<file path="config.mk">
export PLATFORM = sky130hd
export DESIGN_NAME = sisc_fetch_unit_flat
export DESIGN_NICKNAME = d
export VERILOG_FILES = /design/src/rtl/sisc_pkg.sv /design/src/rtl/sisc_fetch_unit_if.sv /design/src/rtl/sisc_next_pc.sv /design/src/rtl/sisc_fetch_unit.sv /design/src/flat_wrapper.sv
export SDC_FILE = /design/constraint.sdc
export NUM_CORES = 1
export LEC_CHECK = 0
export CAP_MARGIN = 25
export CORE_MARGIN = 1
export CORE_UTILIZATION = 47
export DETAILED_ROUTE_END_ITERATION = 7
export GPL_TIMING_DRIVEN = 0
export PLACE_DENSITY = 0.92
export SKIP_CTS_REPAIR_TIMING = 1
export SLEW_MARGIN = 20
export SYNTH_ARGS = -nofsm -noshare
export SYNTH_HDL_FRONTEND = slang
export SYNTH_SLANG_ARGS = --single-unit
</file>
<file path="constraint.sdc">
create_clock -name clk -period 3.05 [get_ports clk]
set_clock_uncertainty 0.05 [all_clocks]
set_input_delay 0.305 -clock clk [delete_from_list [all_inputs] [get_ports clk]]
set_output_delay 0.305 -clock clk [all_outputs]
set_load 0.1 [all_outputs]
</file>
<file path="src/rtl/sisc_pkg.sv">
// Shared definitions for the SISC fetch unit: opcode values, IR field
// positions, fetch FSM encoding and the immediate addressing-mode code.
package sisc_pkg;

    // Opcode values carried in ir[31:28]
    localparam logic [3:0] OP_NOOP   = 4'd0;
    localparam logic [3:0] OP_LOD    = 4'd1;
    localparam logic [3:0] OP_STR    = 4'd2;
    localparam logic [3:0] OP_SWP    = 4'd3;
    localparam logic [3:0] OP_BRA    = 4'd4;
    localparam logic [3:0] OP_BRR    = 4'd5;
    localparam logic [3:0] OP_BNE    = 4'd6;
    localparam logic [3:0] OP_BNR    = 4'd7;
    localparam logic [3:0] OP_ALU_OP = 4'd8;
    localparam logic [3:0] OP_HLT    = 4'd15;

    // Addressing mode code for an immediate operand
    localparam logic [3:0] AM_IMM = 4'd8;

    // IR field bit positions
    localparam int OPC_MSB = 31;
    localparam int OPC_LSB = 28;
    localparam int MM_MSB  = 27;
    localparam int MM_LSB  = 24;
    localparam int IMM_MSB = 15;
    localparam int IMM_LSB = 0;

    // Fetch FSM encoding
    typedef enum logic [1:0] {
        FS_IDLE = 2'd0,
        FS_REQ  = 2'd1,
        FS_DONE = 2'd2
    } fetch_state_e;

endpackage

</file>
<file path="src/rtl/sisc_fetch_unit_if.sv">
// Instruction-memory req/ack bus between the fetch unit (master) and
// instruction memory (slave). Address is held stable while req is high.
interface sisc_fetch_unit_if #(
    parameter int PC_W    = 16,
    parameter int INSTR_W = 32
);
    logic               imem_req;
    logic [PC_W-1:0]    imem_addr;
    logic [INSTR_W-1:0] imem_rdata;
    logic               imem_ack;

    modport master (
        output imem_req,
        output imem_addr,
        input  imem_rdata,
        input  imem_ack
    );

    modport slave (
        input  imem_req,
        input  imem_addr,
        output imem_rdata,
        output imem_ack
    );
endinterface

</file>
<file path="src/rtl/sisc_next_pc.sv">
// Combinational next-PC selection: clear, increment, absolute branch or
// PC-relative branch with a sign-extended 16-bit immediate. Wraps mod 2^PC_W.
module sisc_next_pc #(
    parameter int PC_W     = 16,
    parameter int RESET_PC = 0
) (
    input  logic [PC_W-1:0] pc,
    input  logic [15:0]     imm,
    input  logic            pc_rst,
    input  logic            pc_write,
    input  logic            pc_sel,
    input  logic            br_sel,
    output logic [PC_W-1:0] pc_nxt
);
    logic signed [15:0]     imm_s;
    logic signed [PC_W-1:0] imm_sx;
    logic [PC_W-1:0]        imm_abs;

    assign imm_s   = imm;
    assign imm_sx  = PC_W'(imm_s);
    assign imm_abs = PC_W'(imm);

    // Priority: clear, then increment, then absolute, then relative branch
    always_comb begin
        pc_nxt = pc;
        if (pc_rst) begin
            pc_nxt = PC_W'(RESET_PC);
        end else if (pc_write) begin
            if (!pc_sel) begin
                pc_nxt = pc + PC_W'(1);
            end else if (!br_sel) begin
                pc_nxt = imm_abs;
            end else begin
                pc_nxt = pc + $unsigned(imm_sx);
            end
        end
    end
endmodule

</file>
<file path="src/rtl/sisc_fetch_unit.sv">
// SISC fetch unit: owns PC and IR, fetches over a req/ack bus and decodes
// opcode/mm/imm for the control FSM.
// Optional build macro SISC_FETCH_TIMEOUT_EN adds a fetch timeout that
// returns a NOOP and raises a sticky fetch_err.
module sisc_fetch_unit
    import sisc_pkg::*;
#(
    parameter int PC_W     = 16,
    parameter int INSTR_W  = 32,
    parameter int RESET_PC = 0,
    parameter int TIMEOUT  = 15
) (
    input  logic               clk,
    input  logic               rst,
    input  logic               pc_rst,
    input  logic               pc_write,
    input  logic               pc_sel,
    input  logic               br_sel,
    input  logic               ir_load,
    sisc_fetch_unit_if.master  imem,
    output logic [PC_W-1:0]    pc,
    output logic [INSTR_W-1:0] ir,
    output logic [3:0]         opcode,
    output logic [3:0]         mm,
    output logic [15:0]        imm,
    output logic               ir_valid,
    output logic               fetch_busy,
    output logic               fetch_ovr,
    output logic               fetch_err
);
    fetch_state_e    state, state_nxt;
    logic [PC_W-1:0] pc_nxt;
    logic [PC_W-1:0] addr_q;
    logic            accept;
    logic            take_ack;
    logic            timeout;

    assign opcode = ir[OPC_MSB:OPC_LSB];
    assign mm     = ir[MM_MSB:MM_LSB];
    assign imm    = ir[IMM_MSB:IMM_LSB];

    assign accept     = ir_load && (state == FS_IDLE || state == FS_DONE);
    assign take_ack   = (state == FS_REQ) && imem.imem_ack;
    assign fetch_busy = (state == FS_REQ);
    assign imem.imem_req  = (state == FS_REQ);
    assign imem.imem_addr = addr_q;

    sisc_next_pc #(
        .PC_W     (PC_W),
        .RESET_PC (RESET_PC)
    ) u_next_pc (
        .pc       (pc),
        .imm      (imm),
        .pc_rst   (pc_rst),
        .pc_write (pc_write),
        .pc_sel   (pc_sel),
        .br_sel   (br_sel),
        .pc_nxt   (pc_nxt)
    );

    // PC register
    always_ff @(posedge clk or posedge rst) begin
        if (rst) pc <= PC_W'(RESET_PC);
        else     pc <= pc_nxt;
    end

    // Fetch FSM state register
    always_ff @(posedge clk or posedge rst) begin
        if (rst) state <= FS_IDLE;
        else     state <= state_nxt;
    end

    // Fetch FSM next state; an ack wins over a same-cycle timeout
    always_comb begin
        state_nxt = state;
        case (state)
            FS_IDLE: if (ir_load) state_nxt = FS_REQ;
            FS_REQ: begin
                if (imem.imem_ack) state_nxt = FS_DONE;
                else if (timeout)  state_nxt = FS_IDLE;
            end
            FS_DONE: state_nxt = ir_load ? FS_REQ : FS_IDLE;
            default: state_nxt = FS_IDLE;
        endcase
    end

    // Fetch address capture (pre-update PC), IR load and status pulses
    always_ff @(posedge clk or posedge rst) begin
        if (rst) begin
            addr_q    <= '0;
            ir        <= '0;
            ir_valid  <= 1'b0;
            fetch_ovr <= 1'b0;
        end else begin
            ir_valid  <= 1'b0;
            fetch_ovr <= ir_load && (state == FS_REQ);
            if (accept) addr_q <= pc;
            if (take_ack) begin
                ir       <= imem.imem_rdata;
                ir_valid <= 1'b1;
            end else if (timeout) begin
                ir       <= '0;
                ir_valid <= 1'b1;
            end
        end
    end

`ifdef SISC_FETCH_TIMEOUT_EN
    localparam int CNT_W = $clog2(TIMEOUT + 1);
    logic [CNT_W-1:0] to_cnt;
    logic             err_q;

    assign timeout   = (state == FS_REQ) && !imem.imem_ack &&
                       (to_cnt == CNT_W'(TIMEOUT - 1));
    assign fetch_err = err_q;

    // Wait counter restarts on each accepted fetch; error is sticky until rst
    always_ff @(posedge clk or posedge rst) begin
        if (rst) begin
            to_cnt <= '0;
            err_q  <= 1'b0;
        end else begin
            if (accept)                to_cnt <= '0;
            else if (state == FS_REQ)  to_cnt <= to_cnt + CNT_W'(1);
            if (timeout)               err_q  <= 1'b1;
        end
    end
`else
    logic timeout_unused;
    assign timeout_unused = (TIMEOUT != 0);
    assign timeout   = 1'b0;
    assign fetch_err = 1'b0;
`endif

endmodule

</file>
<file path="src/flat_wrapper.sv">
// flat-port wrapper written by rule: the top's interface ports become plain ports
module sisc_fetch_unit_flat import sisc_pkg::*;
#(
    parameter int PC_W     = 16,
    parameter int INSTR_W  = 32,
    parameter int RESET_PC = 0,
    parameter int TIMEOUT  = 15
)
  (clk, rst, pc_rst, pc_write, pc_sel, br_sel, ir_load, pc, ir, opcode, mm, imm, ir_valid, fetch_busy, fetch_ovr, fetch_err, imem_imem_req, imem_imem_addr, imem_imem_rdata, imem_imem_ack);
  sisc_fetch_unit_if #(.PC_W(PC_W), .INSTR_W(INSTR_W)) imem_i ();
  input  logic clk;
  input  logic rst;
  input  logic pc_rst;
  input  logic pc_write;
  input  logic pc_sel;
  input  logic br_sel;
  input  logic ir_load;
  output logic [PC_W-1:0] pc;
  output logic [INSTR_W-1:0] ir;
  output logic [3:0] opcode;
  output logic [3:0] mm;
  output logic [15:0] imm;
  output logic ir_valid;
  output logic fetch_busy;
  output logic fetch_ovr;
  output logic fetch_err;
  output wire logic [$bits(imem_i.imem_req)-1:0] imem_imem_req;
  output wire logic [$bits(imem_i.imem_addr)-1:0] imem_imem_addr;
  input wire logic [$bits(imem_i.imem_rdata)-1:0] imem_imem_rdata;
  input wire logic [$bits(imem_i.imem_ack)-1:0] imem_imem_ack;
  assign imem_imem_req = imem_i.imem_req;
  assign imem_imem_addr = imem_i.imem_addr;
  assign imem_i.imem_rdata = imem_imem_rdata;
  assign imem_i.imem_ack = imem_imem_ack;
  sisc_fetch_unit #(.PC_W(PC_W), .INSTR_W(INSTR_W), .RESET_PC(RESET_PC), .TIMEOUT(TIMEOUT)) u_core (.clk(clk), .rst(rst), .pc_rst(pc_rst), .pc_write(pc_write), .pc_sel(pc_sel), .br_sel(br_sel), .ir_load(ir_load), .imem(imem_i), .pc(pc), .ir(ir), .opcode(opcode), .mm(mm), .imm(imm), .ir_valid(ir_valid), .fetch_busy(fetch_busy), .fetch_ovr(fetch_ovr), .fetch_err(fetch_err));
endmodule
</file>
==> impl_metrics.py <==
metrics = {
    "outcome": {
        "status": "finished clean",
    },
    "min_path": {
        "hold_path.class": "in -> reg",
        "min_from": "pc_rst",
        "holdPathEnd": "u_core.pc[14]$_DFFE_PP0P_",
        "hold_path_depth": 4,
    },
    "placed_design": {
        "place_ws_ns": 0.3654,
        "io_buffers": 129,
        "place_area_um2": 5697,
        "dp_hpwl_mm": 9.421,
        "place_congestion": 0.9625,
        "placed_cells": 669,
    },
    "clock_network": {
        "cts_sinks": 68,
        "cts_tree": "yes",
        "htree_levels": 3,
        "cts_root_buffer": "clkbuf_8",
        "max-clock-path-buffers": 2,
        "cts_made_buffers": 9,
        "clk_latency_ns": 0.36,
        "clk_pin_slew_ns": 0.09,
    },
    "setup_path": {
        "ff2ff_path_depth": 7,
        "crit_type": "reg -> reg",
        "start_kind": "flop",
        "reg2reg_to": "u_core.pc[15]$_DFFE_PP0P_",
        "reg2reg_slack_ns": 0.28,
        "cp.arrival_ns": 2.96,
        "worstReg2RegStart": "u_core.pc[6]$_DFFE_PP0P_",
        "endpoint_kind": "flop",
        "cp_data_required_time_ns": 3.24,
        "path_max_fanout": 10,
    },
    "layout": {
        "nets": 629,
        "layout.cells.non_filler": 685,
        "area_delta_synth_final_pct": 38.50,
        "diodes": 0,
        "multiInputGateArea_um2": 2175,
        "register_area_um2": 1703,
        "fill_cells": 660,
        "drive_above_1_share_pct": 19.06,
        "stdcell_area_um2": 5878,
    },
    "timing": {
        "fin_setup_tns_ns": 0,
        "max_freq_mhz": 361.1,
        "relSlewSlack_pct": 32.08,
        "final_min_period_over_clock_period_pct": 90.80,
        "setup_viol": 0,
        "worst_pin_slew_ns": 1.016,
        "fin_crit_ns": 2.769,
        "hold_viol_final": 0,
        "rsz0062_at_grt": "no",
        "final.setup.worst_slack_ns": 0.2807,
        "slew_viol_final": 0,
    },
    "synth": {
        "synth_area_leaders": "dfrtp_1 (40%), mux2_2 (12%), buf_4 (4.8%)",
        "async_flop_share_pct": 100.0,
        "ys_seq_area_share_pct": 40.09,
        "synth_flop_cell": "dfrtp_1",
        "ys.warnings.count": 0,
        "synth_compound_area_share_pct": 17.66,
        "yosysTopAreaCell": "dfrtp_1",
        "ys_ff_latch": 68,
        "synthMuxAreaShare_pct": 12.91,
        "synth_edf_count": 0,
        "synthAdderAreaFrac_pct": 5.189,
        "yosys.area_share.simple_pct": 14.09,
        "synth_cell_types": 58,
        "netlist_area_um2": 4244,
        "postSynthCellCount": 431,
        "synth_nets": 488,
        "synth_top_area_share_pct": 40.09,
        "synth-xor-area-share_pct": 1.238,
        "synth_top_family_by_area": "compound AO/OA/AOI/OAI gates",
        "syn_avg_cell_area_um2": 9.847,
    },
    "floorplan": {
        "rows": 34,
        "coreArea_um2": 8721,
        "die_area_um2": 9414,
        "start_util_pct": 48.67,
        "die_w_um": 97.03,
        "ioPinCount": 133,
        "die_h_um": 97.03,
    },
    "routing": {
        "via_count": 4008,
        "first_pass_iters": 5,
        "drc": 0,
        "via_per_inst": 5.851,
        "wl_mm": 12.65,
        "drtIter0Drc": 476,
        "wl_per_cell_um": 18.47,
        "postRouteAntennaNets": 0,
    },
    "global_route": {
        "antenna_found_initial": 0,
        "grt_pass1_vias": 4043,
        "grt_max_degree": 41,
        "grt.total_usage_pct": 27.23,
        "grt_pass1_wl_mm": 20.43,
        "grt_remaining_overflow": 0,
    },
    "run": {
        "cap_violations": 0,
    },
    "power": {
        "p_leak_nw": 2.552,
        "peakVddDrop_v": 0.0009079,
        "p_per_area_nw_per_um2": 1128,
    },
}
## synth_stat cells (9+ instances only)
| cell | n |
|---|---|
| dfrtp_1 | 68 |
| mux2_2 | 46 |
| inv_1 | 11 |
| nor3_1 | 9 |
| a21o_1 | 13 |
| a21oi_1 | 27 |
| nand2_1 | 30 |
| nor2_1 | 27 |
| nand3_1 | 10 |
| ha_1 | 16 |
| nand4_1 | 9 |
| o21ai_0 | 23 |
| buf_4 | 27 |
## cell type report
| type | count | area share [%] |
|---|---|---|
| Multi-Input combinational cell | 305 | 36.99 |
| Clock inverter | 7 | 0.9791 |
| Buffer | 46 | 5.534 |
| Timing Repair Buffer | 130 | 22.31 |
| Tap cell | 108 | 2.299 |
| Sequential cell | 68 | 28.97 |
| Inverter | 12 | 0.8089 |
| Clock buffer | 9 | 2.107 |
## worst max-delay path by stage
stage                                   startpoint                   endpoint  slack (ns)  cells past startpoint
after detailed placement  u_core.pc[0]$_DFFE_PP0P_  u_core.pc[14]$_DFFE_PP0P_        0.37                      9
after global routing      u_core.pc[0]$_DFFE_PP0P_  u_core.pc[14]$_DFFE_PP0P_        0.18                      9
after CTS                 u_core.pc[0]$_DFFE_PP0P_  u_core.pc[14]$_DFFE_PP0P_        0.34                      9
after floorplan           u_core.ir[0]$_DFFE_PP0P_  u_core.pc[14]$_DFFE_PP0P_      -0.002                      9
final                     u_core.pc[6]$_DFFE_PP0P_  u_core.pc[15]$_DFFE_PP0P_        0.28                      7
after global placement                         rst   u_core.pc[0]$_DFFE_PP0P_       -0.33                      2
## state kept, by name, summed over array words and instances, names as in the netlist
name / count
u_core.fetch_ovr: 1
u_core.imem.imem_addr: 16
u_core.ir: 32
u_core.ir_valid: 1
u_core.pc: 16
u_core.state: 2
## stage by stage
step	total power [mW]	hold slack [ns]	util (%)
after global placement	5.816	0.4143	65.06
after global routing	6.860	0.2151	67.40
final	6.629	0.2097	67.40
after floorplan	4.880	0.3628	-
after detailed placement	5.902	0.4333	65.32
after CTS	6.629	0.1988	67.40
## worst max-delay path, stage by stage (launching register included)
cell and delay, ns:
dfrtp_1 0.52, ha_1 0.44, a21oi_1 0.27, o211ai_1 0.24, nand2_1 0.21, a31oi_1 0.13
or4_1 0.49, a32o_1 0.28
## placed cells by master (no fill, tap or decap), types with 4 or more instances in the layout
cell / count
and2_1: 5
inv_1: 10
mux2_2: 46
and3_1: 8
o211ai_1: 5
xnor2_1: 5
a21oi_1: 27
a21o_1: 13
a31oi_1: 6
nand2_1: 30
a211oi_1: 6
nand3_1: 10
buf_4: 27
nand3b_1: 4
ha_1: 16
clkbuf_8: 12
nand4_1: 9
o21ai_0: 23
clkdlybuf4s50_1: 129
a311oi_1: 4
clkbuf_1: 8
a211o_1: 4
nor2_1: 27
dfrtp_1: 67
nor3_1: 9
## report_power, final
part | switching (mW) | internal [mW] | total [mW]
sequential | 0.253 | 1.13 | 1.38
clock | 0.416 | 0.308 | 0.724
combinational | 3.32 | 1.21 | 4.53
total | 3.99 | 2.64 | 6.63
## metal layers
layer	part of all wire, %	wire length [um]	vias to the layer above	track usage (%)
li1	-	-	1858	-
met1	42	5280	1897	34.69
met2	48	6102	218	45.83
met3	7.3	922	35	4.480
met4	2.7	346	0	11.37
met5	0	0	-	0
## kinds of logic (layout without fill, tap and decap cells)
kind of cell	count (synthesis)	in the layout
simple gates	119	119
xor+xnor	6	6
mux	49	49
buf+inv	58	204
other cells	1	1
fa+ha+maj	17	17
flops	68	68
compound gates	113	113
Power figures use the tool's default switching activity.
